### src/rtl/s1_sender_pkg.sv
// Framing constants and state encoding shared by the S1 sender and the S2 receiver.
package s1_sender_pkg;

  localparam int unsigned ADDR_W     = 3;
  localparam int unsigned DATA_W     = 18;
  localparam int unsigned WORDS      = 8;
  localparam int unsigned PKT_LEN    = ADDR_W + DATA_W;
  localparam int unsigned GAP_CYCLES = 1;
  localparam int unsigned CNT_W      = 5;
  localparam int unsigned K_W        = ADDR_W + 1;

  typedef enum logic [2:0] {
    ST_IDLE  = 3'd0,
    ST_FETCH = 3'd1,
    ST_SEND  = 3'd2,
    ST_DONE  = 3'd3,
    ST_HALT  = 3'd4
  } state_e;

  // Packet layout: address field in the MSBs, data below it.
  function automatic logic [PKT_LEN-1:0] make_pkt(input logic [ADDR_W-1:0] addr,
                                                  input logic [DATA_W-1:0] data);
    return {addr, data};
  endfunction

endpackage

### src/rtl/s1_piso.sv
// Parallel-load, shift-left register presenting its MSB as the serial bit.
module s1_piso
  import s1_sender_pkg::*;
(
  input  logic               clk,
  input  logic               rst,
  input  logic               i_load,
  input  logic               i_shift,
  input  logic [PKT_LEN-1:0] i_d,
  output logic               o_msb
);

  logic [PKT_LEN-1:0] r_sh;

  always_ff @(posedge clk or posedge rst) begin
    if (rst) begin
      r_sh <= '0;
    end else if (i_load) begin
      r_sh <= i_d;
    end else if (i_shift) begin
      r_sh <= {r_sh[PKT_LEN-2:0], 1'b0};
    end
  end

  assign o_msb = r_sh[PKT_LEN-1];

endmodule

### src/rtl/s1_sender.sv
// Reads all RB1 words once after reset and streams each as an addressed serial packet on sen/sd.
module s1_sender
  import s1_sender_pkg::*;
(
  input  logic              clk,
  input  logic              rst,
  output logic              RB1_RW,
  output logic [ADDR_W-1:0] RB1_A,
  input  logic [DATA_W-1:0] RB1_Q,
  output logic              sen,
  output logic              sd,
  output logic              S1_done
);

  state_e             r_state;
  state_e             w_state_nxt;
  logic [K_W-1:0]     r_k;
  logic [CNT_W-1:0]   r_cnt;
  logic               w_load;
  logic               w_shift;
  logic               w_last_bit;
  logic               w_msb;

  assign w_last_bit = (r_cnt == CNT_W'(PKT_LEN - 1));

  always_ff @(posedge clk or posedge rst) begin
    if (rst) begin
      r_state <= ST_IDLE;
    end else begin
      r_state <= w_state_nxt;
    end
  end

  // FETCH reloads the bit counter; SEND advances it and bumps k on the last bit.
  always_ff @(posedge clk or posedge rst) begin
    if (rst) begin
      r_k   <= '0;
      r_cnt <= '0;
    end else if (w_load) begin
      r_cnt <= '0;
    end else if (w_shift) begin
      r_cnt <= r_cnt + CNT_W'(1);
      if (w_last_bit) begin
        r_k <= r_k + K_W'(1);
      end
    end
  end

  always_comb begin
    w_state_nxt = r_state;
    w_load      = 1'b0;
    w_shift     = 1'b0;
    sen         = 1'b1;
    sd          = 1'b0;
    S1_done     = 1'b0;
    unique case (r_state)
      ST_IDLE: begin
        w_state_nxt = ST_FETCH;
      end
      ST_FETCH: begin
        w_load      = 1'b1;
        w_state_nxt = ST_SEND;
      end
      ST_SEND: begin
        w_shift = 1'b1;
        sen     = 1'b0;
        sd      = w_msb;
        if (w_last_bit) begin
          w_state_nxt = (r_k == K_W'(WORDS - 1)) ? ST_DONE : ST_FETCH;
        end
      end
      ST_DONE: begin
        S1_done     = 1'b1;
        w_state_nxt = ST_HALT;
      end
      ST_HALT: begin
        w_state_nxt = ST_HALT;
      end
      default: begin
        w_state_nxt = ST_HALT;
      end
    endcase
  end

  assign RB1_RW = 1'b1;
  assign RB1_A  = r_k[ADDR_W-1:0];

  s1_piso u_piso (
    .clk     (clk),
    .rst     (rst),
    .i_load  (w_load),
    .i_shift (w_shift),
    .i_d     (make_pkt(r_k[ADDR_W-1:0], RB1_Q)),
    .o_msb   (w_msb)
  );

endmodule

### config.mk
export PLATFORM = sky130hd
export DESIGN_NAME = s1_sender
export DESIGN_NICKNAME = d
export VERILOG_FILES = /design/src/rtl/s1_sender_pkg.sv /design/src/rtl/s1_piso.sv /design/src/rtl/s1_sender.sv
export SDC_FILE = /design/constraint.sdc
export NUM_CORES = 1
export LEC_CHECK = 0
export ABC_AREA = 0
export BUFFER_PORTS_ARGS = -buffer_cell sky130_fd_sc_hd__buf_2
export CAP_MARGIN = 20
export CORE_MARGIN = 5
export CORE_UTILIZATION = 59
export CTS_CLUSTER_SIZE = 16
export DETAILED_ROUTE_END_ITERATION = 10
export PLACE_DENSITY = 0.81
export SETUP_SLACK_MARGIN = 0.2
export SYNTH_ARGS = -nofsm -noshare
export SYNTH_HDL_FRONTEND = slang
export SYNTH_HIERARCHICAL = 1
export SYNTH_SLANG_ARGS = --single-unit
export TNS_END_PERCENT = 50
### constraint.sdc
create_clock -name clk -period 3.7 [get_ports clk]
set_input_delay 0.37 -clock clk [delete_from_list [all_inputs] [get_ports clk]]
set_output_delay 0.37 -clock clk [all_outputs]
set_load 0.05 [all_outputs]
==> flow_summary.toml <==
[yosys]
synth_fa_ha_area_share_pct = 2.27
synth_cells = 152
yosys.area_share.simple_pct = 13.4
async_flop_share_pct = 100
syn_area_mm2 = 0.00165
syn_avg_cell_area_um2 = 10.9
yosysUniqueCellTypes = 35
synth.area.mux_share_pct = 16.3
synth_top_family_by_area = "multiplexers"
postSynthNetCount = 175
synthXorXnorAreaFrac_pct = 1.59
synth_ff_type = "dfrtp_1"
synth_edf_count = 0
ys_ff_latch = 33
yosysWarnings = 6
yosysSeqAreaShare_pct = 50.0
synth_compound_area_share_pct = 8.40

[global_route]
grt_max_degree = 25
grt_pass1_vias = 1177
grt_pass1_wl_mm = 5.08
grt_usage_pct = 16.1
grt.overflow.total = 0
antenna_found_initial = 0

[sta]
fmax_mhz = 412
rsz0062_at_grt = "no"
tightest_slew_ns = 0.887
fin_tns_setup_ns = 0
fin_crit_ns = 2.43
hold_slack_ns = 0.0545
drv_slew = 0
finClkSkew_ns = 0.00649
post-route-period-util_pct = 65.6
finalSetupViolCount = 0
slew_headroom_pct = 40.8
finalHoldViolCount = 0

[clock_tree]
ctsHoldBuffers = 0
cts-htree-levels = 2
worstSkewPairLatency_ns = 0.33
numCtsBuffers = 5
cts_root_buf = "clkbuf_4"
clk_path_buf_depth = 2
cts_sinks = 33
cts_setup_buffers = 0
cts_tree = "done"
cts_resized = 0
clkTransAtPathRegs_ns = 0.10

[final_layout]
syn2layout_area_growth_pct = 8.02
final_cell_mix = "dfrtp_1 (33), nand2_1 (26), buf_2 (25), mux2i_1 (22), o21ai_1 (18)"
final_common_cell = "dfrtp_1"
diodes = 0
drive_gt1_share_pct = 23.4
nets = 198
fill_cells = 234

[power]
seq_power_share_pct = 61.4
p_int_uw = 474
p_leak_uw = 0.000988
power_density_mw_per_mm2 = 343
ir_drop_mv = 0.317
clock_power_share_pct = 33.2
pwr-share-comb_pct = 5.4
switching_power_uw = 139
swShare_pct = 22.7

[detailed_routing]
wirelength_met1_mm = 1.39
avgRoutedWirePerCell_um = 14.8
top_layer = "met4"
route.met3.wl_um = 164
route.detailed.vias_per_inst = 5.37
postRouteAntennaNets = 0
via_count = 1107
firstDrtPassIters = 4
drc = 0
drt_iter0_markers = 78
wl_mm = 3.05
wl_met2_mm = 1.46

[worst_setup_path]
crit_fanout = 16
cp.arrival_ns = 2.06
critical_path_required_ns = 3.33
start_kind = "flop"
end_kind = "output port"
crit_type = "reg -> out"

[placed_design]
place.gp.congestion = 0.804
dp_hpwl_mm = 2.16
io_buffers = 25

[job]
drv_cap = 0

[worst_hold_path]
hold_path.class = "in -> async"

[floorplan]
start_util_pct = 61.0
die_area_mm2 = 0.00396
die_height_um = 62.9
core_area_mm2 = 0.00271
die_w_um = 62.9
ios = 27
rows = 19

[run_status]
status = "completed"
-- stage by stage --
stage,total power [µW],cell area (µm²),worst slack [ns],util (%),cells
floorplan,401,1650,2.05,-,152
global placement,415,1730,1.62,63.9,199
detailed placement,417,1730,1.56,63.9,199
CTS,618,1790,1.27,65.9,206
global route,643,1790,1.19,65.9,206
finish,613,1790,1.27,65.9,206
-- cell families (layout without fill, tap and decap cells) --
| logic type | count (synthesis) | in the layout |
|---|---|---|
| simple gates | 43 | 43 |
| flops | 33 | 33 |
| compound gates | 26 | 26 |
| mux | 25 | 25 |
| buf+inv | 18 | 41 |
| fa+ha+maj | 3 | 3 |
| xor+xnor | 3 | 3 |
| other cells | 1 | 1 |
-- per-layer routing --
layer / vias up / global-route usage [%]
met1: 526 / 19.2
met5: - / 0
met4: 0 / 5.04
li1: 553 / -
met3: 3 / 6.29
met2: 25 / 26.5
-- power by group through the flow --
stage	Combinational, µW	Clock, µW	Sequential (µW)
after global routing	38.0	227	378
after detailed placement	33.8	0	383
after floorplan	20.4	0	381
after global placement	32.3	0	383
after CTS	34.0	207	376
final	33.3	203	376
-- registers in the layout (all words and copies together), names as in the netlist --
| name | count |
|---|---|
| r_cnt | 5 |
| r_k | 4 |
| r_state | 3 |
| u_piso/r_sh | 21 |
-- critical path, cell delays in order (launching register included) --
cell	delay (ns)
dfrtp_1	0.46
nor3b_4	0.78
and2_1	0.22
buf_2	0.26
-- Yosys cell counts, types with 2 or more instances --
cell,instances,area (µm²)
dfrtp_1,33,826
nand2_1,26,97.6
mux2i_1,22,220
o21ai_1,18,90.1
inv_1,6,22.5
buf_4,4,30.0
o21ai_0,4,20.0
buf_2,3,15.0
ha_1,3,37.5
nand2b_1,3,18.8
xor2_1,3,26.3
buf_12,2,40.0
nand3_1,2,10.0
nand4_1,2,12.5
-- cell type report --
cell class                      instances  area, µm²  area share [%]
Multi-Input combinational cell        101        697            39.0
Timing Repair Buffer                   27        140            7.85
Tap cell                               31       38.8            2.17
Inverter                                7       28.8            1.61
Sequential cell                        33        826            46.3
Clock buffer                            7       55.1            3.08
-- path summary, 6_finish.rpt --
kind	from	to	slack (ns)	cells after the start
worst min-delay path	rst	r_cnt[0]$_DFFE_PP0P_	0.05	2
worst max-delay path	r_state[0]$_DFFE_PP0P_	sd	1.27	3
max in group asynchronous	rst	u_piso/r_sh[11]$_DFFE_PP0P_	3.02	2
min in group clk	RB1_Q[8]	u_piso/r_sh[8]$_DFFE_PP0P_	0.25	3
worst min register to register	r_k[3]$_DFFE_PP0P_	r_k[3]$_DFFE_PP0P_	0.46	1
worst max register to register	r_state[0]$_DFFE_PP0P_	r_cnt[2]$_DFFE_PP0P_	1.53	5
Power figures use the tool's default switching activity.
